===== src/rtl/parallax_scroll_sequencer_pkg.sv =====
// Shared constants, reset period table and FSM state type for the parallax scroll sequencer.
package scroller_pkg;

    localparam int unsigned NUM_LAYERS = 4;
    localparam int unsigned PERIOD_W   = 4;
    localparam int unsigned IDX_W      = $clog2(NUM_LAYERS);

    localparam logic [PERIOD_W-1:0] PERIOD_OFF = 4'hF;

    // Layer k resets to period (2^k)-1, so deeper layers scroll progressively slower.
    localparam logic [NUM_LAYERS*PERIOD_W-1:0] RESET_PERIODS = {4'd7, 4'd3, 4'd1, 4'd0};

    typedef enum logic [0:0] {
        StIdle,
        StScan
    } state_e;

    function automatic logic [PERIOD_W-1:0] reset_period(input int unsigned layer);
        return RESET_PERIODS[layer*PERIOD_W +: PERIOD_W];
    endfunction

endpackage


===== src/rtl/parallax_scroll_sequencer_if.sv =====
// Layer period configuration handshake between a host (master) and the sequencer (slave).
interface parallax_scroll_sequencer_if;
    import scroller_pkg::*;

    logic                cfg_valid;
    logic [IDX_W-1:0]    cfg_layer;
    logic [PERIOD_W-1:0] cfg_period;
    logic                cfg_ready;

    modport master (
        output cfg_valid,
        output cfg_layer,
        output cfg_period,
        input  cfg_ready
    );

    modport slave (
        input  cfg_valid,
        input  cfg_layer,
        input  cfg_period,
        output cfg_ready
    );

endinterface


===== src/rtl/parallax_scroll_sequencer_layer_divider.sv =====
// Per-layer frame divider: on each evaluate strobe either steps and restarts, or counts up.
module layer_divider
    import scroller_pkg::*;
#(
    parameter logic [PERIOD_W-1:0] RstPeriod = '0
) (
    input  logic                clk,
    input  logic                rst_n,
    input  logic                cfg_load,
    input  logic [PERIOD_W-1:0] cfg_period,
    input  logic                eval,
    input  logic                hold,
    output logic                step
);

    logic [PERIOD_W-1:0] period_q;
    logic [PERIOD_W-1:0] count_q;
    logic                step_q;

    // cfg_load only occurs while idle and eval only while scanning, so they never collide.
    always_ff @(posedge clk or negedge rst_n) begin
        if (!rst_n) begin
            period_q <= RstPeriod;
            count_q  <= '0;
            step_q   <= 1'b0;
        end else begin
            step_q <= 1'b0;
            if (cfg_load) begin
                period_q <= cfg_period;
                count_q  <= '0;
            end else if (eval && !hold && (period_q != PERIOD_OFF)) begin
                if (count_q == period_q) begin
                    step_q  <= 1'b1;
                    count_q <= '0;
                end else begin
                    count_q <= count_q + 1'b1;
                end
            end
        end
    end

    assign step = step_q;

endmodule


===== src/rtl/parallax_scroll_sequencer.sv =====
// Parallax scroll sequencer: each frame_tick walks all layer dividers once, one per cycle.
// Build option SCROLL_PAUSE_EN: when defined, pause freezes layer evaluation.
module parallax_scroll_sequencer #(
    parameter int unsigned NUM_LAYERS = scroller_pkg::NUM_LAYERS
) (
    input  logic                       clk,
    input  logic                       rst_n,
    input  logic                       frame_tick,
    parallax_scroll_sequencer_if.slave cfg,
    input  logic                       pause,
    output logic [NUM_LAYERS-1:0]      step,
    output logic                       busy,
    output logic                       overrun,
    output logic [7:0]                 frame_count
);
    import scroller_pkg::*;

    localparam int unsigned IdxW = (NUM_LAYERS > 1) ? $clog2(NUM_LAYERS) : 1;

    state_e          state_q;
    logic [IdxW-1:0] idx_q;
    logic            pending_q;
    logic            overrun_q;
    logic [7:0]      frame_count_q;

    logic scanning;
    logic last_layer;
    logic cfg_fire;
    logic hold;

    assign scanning   = (state_q == StScan);
    assign last_layer = (idx_q == IdxW'(NUM_LAYERS - 1));
    assign cfg_fire   = cfg.cfg_valid && cfg.cfg_ready;

`ifdef SCROLL_PAUSE_EN
    assign hold = pause;
`else
    logic unused_pause;
    assign unused_pause = pause;
    assign hold         = 1'b0;
`endif

    always_ff @(posedge clk or negedge rst_n) begin
        if (!rst_n) begin
            state_q       <= StIdle;
            idx_q         <= '0;
            pending_q     <= 1'b0;
            overrun_q     <= 1'b0;
            frame_count_q <= '0;
        end else begin
            case (state_q)
                StIdle: begin
                    if (frame_tick) begin
                        state_q       <= StScan;
                        idx_q         <= '0;
                        frame_count_q <= frame_count_q + 8'd1;
                    end
                end
                StScan: begin
                    if (last_layer) begin
                        idx_q     <= '0;
                        pending_q <= 1'b0;
                        // A waiting frame (or a tick landing on the final edge) restarts
                        // the scan immediately without passing through idle.
                        if (pending_q || frame_tick) begin
                            frame_count_q <= frame_count_q + 8'd1;
                        end else begin
                            state_q <= StIdle;
                        end
                        if (pending_q && frame_tick) begin
                            overrun_q <= 1'b1;
                        end
                    end else begin
                        idx_q <= idx_q + 1'b1;
                        if (frame_tick) begin
                            if (pending_q) begin
                                overrun_q <= 1'b1;
                            end else begin
                                pending_q <= 1'b1;
                            end
                        end
                    end
                end
                default: begin
                    state_q <= StIdle;
                end
            endcase
        end
    end

    for (genvar k = 0; k < NUM_LAYERS; k++) begin : g_layer
        layer_divider #(
            .RstPeriod(reset_period(k))
        ) u_div (
            .clk       (clk),
            .rst_n     (rst_n),
            .cfg_load  (cfg_fire && (cfg.cfg_layer == IDX_W'(k))),
            .cfg_period(cfg.cfg_period),
            .eval      (scanning && (idx_q == IdxW'(k))),
            .hold      (hold),
            .step      (step[k])
        );
    end

    assign busy          = scanning;
    assign cfg.cfg_ready = (state_q == StIdle);
    assign overrun       = overrun_q;
    assign frame_count   = frame_count_q;

endmodule


===== src/flat_wrapper.sv =====
// flat-port wrapper written by rule: the top's interface ports become plain ports
module parallax_scroll_sequencer_flat import scroller_pkg::*;
#(
    parameter int unsigned NUM_LAYERS = scroller_pkg::NUM_LAYERS
)
  (clk, rst_n, frame_tick, pause, step, busy, overrun, frame_count, cfg_cfg_valid, cfg_cfg_layer, cfg_cfg_period, cfg_cfg_ready);
  parallax_scroll_sequencer_if cfg_i ();
  input  logic clk;
  input  logic rst_n;
  input  logic frame_tick;
  input  logic pause;
  output logic [NUM_LAYERS-1:0] step;
  output logic busy;
  output logic overrun;
  output logic [7:0] frame_count;
  input wire logic [$bits(cfg_i.cfg_valid)-1:0] cfg_cfg_valid;
  input wire logic [$bits(cfg_i.cfg_layer)-1:0] cfg_cfg_layer;
  input wire logic [$bits(cfg_i.cfg_period)-1:0] cfg_cfg_period;
  output wire logic [$bits(cfg_i.cfg_ready)-1:0] cfg_cfg_ready;
  assign cfg_i.cfg_valid = cfg_cfg_valid;
  assign cfg_i.cfg_layer = cfg_cfg_layer;
  assign cfg_i.cfg_period = cfg_cfg_period;
  assign cfg_cfg_ready = cfg_i.cfg_ready;
  parallax_scroll_sequencer #(.NUM_LAYERS(NUM_LAYERS)) u_core (.clk(clk), .rst_n(rst_n), .frame_tick(frame_tick), .cfg(cfg_i), .pause(pause), .step(step), .busy(busy), .overrun(overrun), .frame_count(frame_count));
endmodule

===== config.mk =====
export PLATFORM = sky130hd
export DESIGN_NAME = parallax_scroll_sequencer_flat
export DESIGN_NICKNAME = d
export VERILOG_FILES = /design/src/rtl/parallax_scroll_sequencer_pkg.sv /design/src/rtl/parallax_scroll_sequencer_if.sv /design/src/rtl/parallax_scroll_sequencer_layer_divider.sv /design/src/rtl/parallax_scroll_sequencer.sv /design/src/flat_wrapper.sv
export SDC_FILE = /design/constraint.sdc
export NUM_CORES = 1
export LEC_CHECK = 0
export CORE_UTILIZATION = 37
export DETAILED_ROUTE_END_ITERATION = 12
export DONT_BUFFER_PORTS = 1
export GPL_ROUTABILITY_DRIVEN = 0
export PLACE_DENSITY = 0.53
export SLEW_MARGIN = 20
export SYNTH_ARGS = -nofsm -noshare
export SYNTH_HDL_FRONTEND = slang
export SYNTH_HIERARCHICAL = 1
export SYNTH_SLANG_ARGS = --single-unit
export TNS_END_PERCENT = 100

===== constraint.sdc =====
create_clock -name clk -period 1.6 [get_ports clk]
set_clock_uncertainty 0.05 [all_clocks]
set_input_delay 0.24 -clock clk [delete_from_list [all_inputs] [get_ports clk]]
set_output_delay 0.24 -clock clk [all_outputs]
set_load 0.02 [all_outputs]

======== After elaboration in Yosys (flattened, before gate mapping) ========
Index checks and enable logic that the tools add are counted.
word-level totals
  bits in writable memories ............... 0
  memories ................................ 0
  bits in read-only memories .............. 0
  latch bits .............................. 0
  word-level logic and storage cells ...... 109
  flip-flop bits (word level) ............. 49
  input port bits ......................... 11
  output and inout port bits .............. 15
operators by class
  $mul .................................... 0
  reductions and logical operators ........ 26
  add/subtract/negate cells ............... 6
  muxes and demuxes ....................... 41
  eq/ne operators ......................... 18
  bitwise operators ....................... 1
  div/mod/pow operators ................... 0
  magnitude comparators ................... 0
  shift-type cells ........................ 0
operator list
  cell                                                                   number
  4-bit two-way mux                                                      12
  8-bit two-way mux                                                      3
  1-bit two-way mux                                                      21
  4-bit by 1-bit adder with 4-bit output, second input constant          4
  4-bit equality test                                                    4
  4-bit != test, second input constant                                   4
  8-bit case mux with 2 select lines                                     1
  1-bit logical AND                                                      14
  2-bit nonzero test                                                     6
  8-bit by 1-bit adder with 8-bit output, second input constant          1
  2-bit equality test, second input constant                             4
  2-bit != test, second input constant                                   4
  2-bit by 1-bit equality test with 1-bit output, second input constant  2
  2-bit zero test                                                        2
  2-bit two-way mux                                                      2
  2-bit case mux with 2 select lines                                     1
  4-bit AND reduction                                                    1
  3-bit AND reduction                                                    1
  2-bit by 1-bit adder with 2-bit output, second input constant          1
  1-bit case mux with 2 select lines                                     1
  2-bit AND reduction                                                    1
  1-bit logical OR                                                       1
  1-bit inverter                                                         1

======== Longest topological paths before layout ========
  depth after elaboration ................. 5
  gate-level depth with buffers ........... 7
  gate-level depth less buffers ........... 6

======== By module ========
The synthesis kept the hierarchy.
by module, submodules not included
  module                                    seq. area each (µm²)  instances  cells an instance  area each (µm²)
  parallax_scroll_sequencer                 325.3                 1          65                 671.9
  layer_divider at u_core.g_layer[3].u_div  229.0                 1          39                 460.4
  layer_divider at u_core.g_layer[2].u_div  227.7                 1          39                 459.2
  layer_divider at u_core.g_layer[1].u_div  226.5                 1          39                 457.9
  layer_divider at u_core.g_layer[0].u_div  225.2                 1          39                 456.7

======== Least setup slack after synthesis ========
No wires, ideal clock.
  path type ............................... register -> register
  from .................................... reg u_core.state_q (netlist: u_core/busy)
  to ...................................... reg u_core.g_layer[3].u_div.count_q[3]
  cell stages (with the launch flop) ...... 7
  arrival ................................. 1.535 ns
  data required time ...................... 1.420 ns
  path slack .............................. -0.116 ns
  buffers on the path ..................... 1
  library setup time ...................... 0.130 ns
  period minus slack after synthesis ...... 1.716 ns
  cells stage by stage .................... dfrtp_1 -> clkbuf_1 -> inv_1 -> nor2_1 -> a31oi_1 -> a22oi_1 -> o31ai_2
on the way
  word-level cells in the longest chain between the ends .. 4
  elaborated cells between the ends (all ways) .. 7
  classes of those cells .................. mux (1); bitwise (1); reduce/logical (5)
ends and longest elaborated chain
  element                                                  RTL line                                       text
  start: declaration                                       parallax_scroll_sequencer.sv:20                state_e state_q;
  start signal: assignment                                 parallax_scroll_sequencer.sv:45                state_q <= StIdle;
  start signal: assignment                                 parallax_scroll_sequencer.sv:54                state_q <= StScan;
  start signal: assignment                                 parallax_scroll_sequencer.sv:68                state_q <= StIdle;
  1-bit inverter *                                         parallax_scroll_sequencer.sv:106               assign cfg.cfg_ready = (state_q == StIdle);
  via cfg_cfg_ready                                        flat_wrapper.sv:19                             output wire logic [$bits(cfg_i.cfg_ready)-1:0] cfg_cfg_ready;
  1-bit logical AND *                                      parallax_scroll_sequencer.sv:33                assign cfg_fire = cfg.cfg_valid && cfg.cfg_ready;
  1-bit logical AND *                                      parallax_scroll_sequencer.sv:97                .cfg_load (cfg_fire && (cfg.cfg_layer == IDX_W'(k))),
  4-bit two-way mux or 2-bit nonzero test (tied branches)  --
  end signal: assignment                                   parallax_scroll_sequencer_layer_divider.sv:36  count_q <= count_q + 1'b1;
  end: declaration                                         parallax_scroll_sequencer_layer_divider.sv:17  logic [PERIOD_W-1:0] count_q;
The timed path passes the listed nets; every way through them passes the cells marked *.
A chain may end at the register's enable or synchronous reset.

======== Final worst setup path ========
  from .................................... reg u_core.state_q (netlist: u_core/busy)
  to ...................................... reg u_core.g_layer[0].u_div.count_q[3]
on the way
  word-level cells in the longest chain between the ends .. 4
  elaborated cells between the ends (all ways) .. 7
  classes of those cells .................. mux (1); bitwise (1); reduce/logical (5)
ends and longest elaborated chain
  element                                                  RTL line
  1-bit inverter                                           parallax_scroll_sequencer.sv:106
  1-bit logical AND                                        parallax_scroll_sequencer.sv:33
  1-bit logical AND                                        parallax_scroll_sequencer.sv:97
  4-bit two-way mux or 2-bit nonzero test (tied branches)  --
  end signal: assignment                                   parallax_scroll_sequencer_layer_divider.sv:36
  end: declaration                                         parallax_scroll_sequencer_layer_divider.sv:17
Several ways; a longest one is shown, not always the timed one.

==> results by group <==
Drt
  • Number of detailed-routing iterations run before antenna repair: 10
  • Via/cell ratio: 5.21
  • Post-route DRC: 2
  • ANT nets after route: 0
  • Overall via count from detail_route: between 1,500 and 2,000
  • Detailed Route Iter0 Violations: 49
  • WL per Instance: 15.2 microns
  • Sum of routed wire length over all layers: around 5000 microns

Global route
  • Via count of the first global-routing pass: between 1,500 and 2,000
  • Number of antenna violations at the first check in global routing: 0
  • GRT overflow: 0
  • Gr usage total: roughly 15%
  • Largest net degree at the start of global routing: 50
  • Met2 demand-to-capacity share in global routing: around 24%
  • Global routing met3 resource utilization: under 10%
  • GR Util met1: between 10% and 20%
  • Most congested layer reported by global routing: met2
  • Wire length of the first global-routing pass: roughly 8400 microns

Min path
  • Hold wc startpoint: cfg_cfg_period[0]
  • Hold-critical path depth: 1
  • Class of the tightest hold or removal check: in2reg
  • Worst Hold Path EP: u_core/g_layer[0].u_div/period_q[0]$_DFFE_PN0P_

Setup path
  • Category of the worst setup path capture point: register
  • Reg-to-reg critical path endpoint: u_core/g_layer[0].u_div/count_q[3]$_DFFE_PN0P_
  • Crit path kind: reg2reg
  • CP Max Fanout: 8
  • R2R setup slack: 0.01 ns
  • Critical Path Start: u_core/busy$_DFF_PN0_
  • Worst reg2reg path depth: 6
  • Arrival time at the worst endpoint: roughly 1.7 ns
  • Category of the worst setup path launch point: register
  • Critical path data required time: 1.73 ns
  • Critical R2R Launch: u_core/busy$_DFF_PN0_

Logic synthesis
  • Share of synthesized area occupied by flip-flops and latches: around half
  • Leading cell types by total area after synthesis: sky130_fd_sc_hd__dfrtp_1, sky130_fd_sc_hd__mux2_2, sky130_fd_sc_hd__xnor2_1
  • Largest area contributor in the synthesized netlist: sky130_fd_sc_hd__dfrtp_1
  • Number of synthesis warnings: 6
  • Post-synthesis instance total: approximately 220
  • Yosys reg bits: just under 50
  • Share of the synthesized area in the top cell type: between 40% and 50%
  • Cell Area, Synth: roughly 2500 sq um
  • Number of distinct library cells after synthesis: 35
  • Post-Syn Area per Cell: 11.3 sq um

Floorplan
  • Die width: around 84 microns
  • Placeable Area: 6460 sq um
  • Placement Rows: 29
  • Height of the chip: about 84 microns
  • Initial cell density of the core: 38.8%
  • Top-Level Pins: 26
  • Die ar.: ~7100 sq um

Timing
  • Setup repair after global routing missed its margin: true
  • Fmax: between 0.6 and 0.7 GHz
  • # setup viols final: 0
  • Number of slew-limit violations in the final report: 0
  • Count of final hold-check violations: 0
  • Period Utilization, post-route: between 90 and 100%
  • Final-layout worst hold slack: approximately 0.026 ns
  • Time the worst path needs with I/O delays and setup: 1.59 ns

Cells and area
  • Area of all sequential standard cells: around 1200 sq um
  • Total Nets Final: 272
  • Fill cells: slightly below 600
  • Combined area of the multi-input logic cells: between 1000 and 1500 sq um
  • Utilization after layout: between 40% and 50%
  • Synthesis-to-layout area growth: 21.5%
  • Diodes inserted: 0
  • Share of cells above drive strength 1: 32.0%

Power and ir drop
  • Power Total: between 5 and 6 mW
  • Power per standard cell area: roughly 1800 nW/um^2
  • Leakage Power: approximately 1.2 nW
  • Maximum VDD drop: approximately 1000 uV

Clock network
  • CTS max path bufs: 2
  • Number of sinks on the clock net: 49
  • Clock root cell: sky130_fd_sc_hd__clkbuf_8
  • Clock-pin slew on the worst setup and hold paths: 0.10 ns
  • Clk_lat worst skew: roughly 0.30 ns
  • Clock tree from TritonCTS: yes
  • TritonCTS buffer count: 5
  • Deepest level of the CTS H-tree: 2

Placement
  • Detailed Place HPWL: 3360 microns
  • Port Buf Inserts: 0

Run
  • Max_cap viols: 0

Outcome
  • Violated checks: DRC
  • Result of the run: finished with violations
registers in the layout, summed over array words and instances (netlist names):
| register | flops |
|---|---|
| u_core/idx_q | 2 |
| u_core/overrun | 1 |
| u_core/frame_count | 8 |
| u_core/g_layer.u_div/period_q | 16 |
| u_core/busy | 1 |
| u_core/g_layer.u_div/count_q | 16 |
| u_core/g_layer.u_div/step | 4 |
| u_core/pending_q | 1 |
worst max-delay path by stage:
stage	end	slack [ns]	cells past startpoint
final	u_core/g_layer[0].u_div/count_q[3]$_DFFE_PN0P_	0.01	6
after floorplan	u_core/g_layer[1].u_div/count_q[3]$_DFFE_PN0P_	0.006	6
after detailed placement	u_core/g_layer[3].u_div/count_q[3]$_DFFE_PN0P_	-0.01	6
after CTS	u_core/g_layer[0].u_div/count_q[3]$_DFFE_PN0P_	-0.02	6
after global placement	u_core/g_layer[0].u_div/count_q[3]$_DFFE_PN0P_	0.01	6
after global routing	u_core/g_layer[3].u_div/count_q[3]$_DFFE_PN0P_	-0.05	6
cell type report:
type                            count  area share, %
Multi-Input combinational cell    153           43.1
Sequential cell                    49           40.6
Clock inverter                      2          0.493
Timing Repair Buffer               26           8.18
Tap cell                           77           3.16
Clock buffer                        6           2.38
Inverter                           17           2.10
placed cells by master, fill, tap and decap left out, drive strengths merged, types with 5 or more instances in the layout:
cell type	instances
mux2	17
dfstp	6
nand4	10
nor2	5
dfrtp	43
a21oi	7
clkbuf	6
nand2	15
o31ai	5
and3	5
o21ai	10
nor3b	5
ha	9
buf	23
and2	7
xnor2	19
inv	17
stage by stage:
stage / setup WS, ns / area [sq um] / setup TNS (ns) / instances
finish: 0.0124 / 3050 / 0 / 330
detailed placement: -0.0117 / 2710 / -0.0117 / 310
global placement: 0.0140 / 2710 / 0 / 310
global route: -0.0502 / 3050 / -0.295 / 330
CTS: -0.0233 / 2880 / -0.0233 / 324
floorplan: 0.00618 / 2540 / 0 / 224
per-layer routing:
metal / up-vias / share of wire, %
li1: 846 / -
met1: 838 / 47
met2: 30 / 48
met3: 4 / 3.7
met4: 0 / 1.0
met5: - / 0
cell families (layout without fill, tap and decap cells):
logic type,Yosys count,after routing,synth area share (%)
XOR/XNOR,23,23,8.04
multiplexers,17,17,7.64
flip-flops,49,49,49.2
buffers and inverters,22,51,3.49
adder cells (fa/ha/maj),9,9,4.49
AO/OA/AOI/OAI,44,44,14.6
other,1,4,0.150
AND/OR/NAND/NOR,56,56,12.3
worst max-delay path, stage by stage (launching register included):
cell and delay, ns:
sky130_fd_sc_hd__dfrtp_2 0.41, sky130_fd_sc_hd__and2b_1 0.24, sky130_fd_sc_hd__nor3b_2 0.19, sky130_fd_sc_hd__buf_6 0.17, sky130_fd_sc_hd__a31oi_2 0.08, sky130_fd_sc_hd__a22oi_1 0.24, sky130_fd_sc_hd__o31ai_2 0.09
where the power goes:
part,leakage [nW],internal (mW),switching (mW)
clock network,0.0374,0.309,0.436
registers,0.577,1.80,0.593
logic,0.593,1.11,1.19
Yosys cell counts:
library cell / instances
sky130_fd_sc_hd__a2111o_1: 1
sky130_fd_sc_hd__a21oi_1: 6
sky130_fd_sc_hd__a21oi_2: 1
sky130_fd_sc_hd__a22oi_1: 4
sky130_fd_sc_hd__a31o_2: 1
sky130_fd_sc_hd__a31oi_1: 4
sky130_fd_sc_hd__a32o_1: 4
sky130_fd_sc_hd__a41oi_2: 4
sky130_fd_sc_hd__and2_1: 7
sky130_fd_sc_hd__and2b_1: 1
sky130_fd_sc_hd__and3_1: 5
sky130_fd_sc_hd__and3b_1: 1
sky130_fd_sc_hd__buf_2: 4
sky130_fd_sc_hd__clkbuf_1: 1
sky130_fd_sc_hd__conb_1: 1
sky130_fd_sc_hd__dfrtp_1: 43
sky130_fd_sc_hd__dfstp_2: 6
sky130_fd_sc_hd__ha_1: 9
sky130_fd_sc_hd__inv_1: 17
sky130_fd_sc_hd__mux2_2: 17
sky130_fd_sc_hd__nand2_1: 15
sky130_fd_sc_hd__nand2b_1: 1
sky130_fd_sc_hd__nand3_1: 4
sky130_fd_sc_hd__nand4_1: 10
sky130_fd_sc_hd__nor2_1: 5
sky130_fd_sc_hd__nor3_2: 1
sky130_fd_sc_hd__nor3b_1: 5
sky130_fd_sc_hd__o21ai_0: 6
sky130_fd_sc_hd__o21ai_2: 4
sky130_fd_sc_hd__o22ai_1: 4
sky130_fd_sc_hd__o31ai_1: 1
sky130_fd_sc_hd__o31ai_2: 4
sky130_fd_sc_hd__or3_1: 1
sky130_fd_sc_hd__xnor2_1: 19
sky130_fd_sc_hd__xor2_1: 4
timing repair:
action / 4_1_cts / 5_1_grt
hold buffers: 3 / 1
buffers inserted: 3 / 5
endpoints found under the setup margin: 5 / 23
pin swaps: 2 / 7
resized for setup: 3 / 25
endpoints found under the hold margin: 50 / 1
No activity file was read; power rests on OpenSTA's default activity.
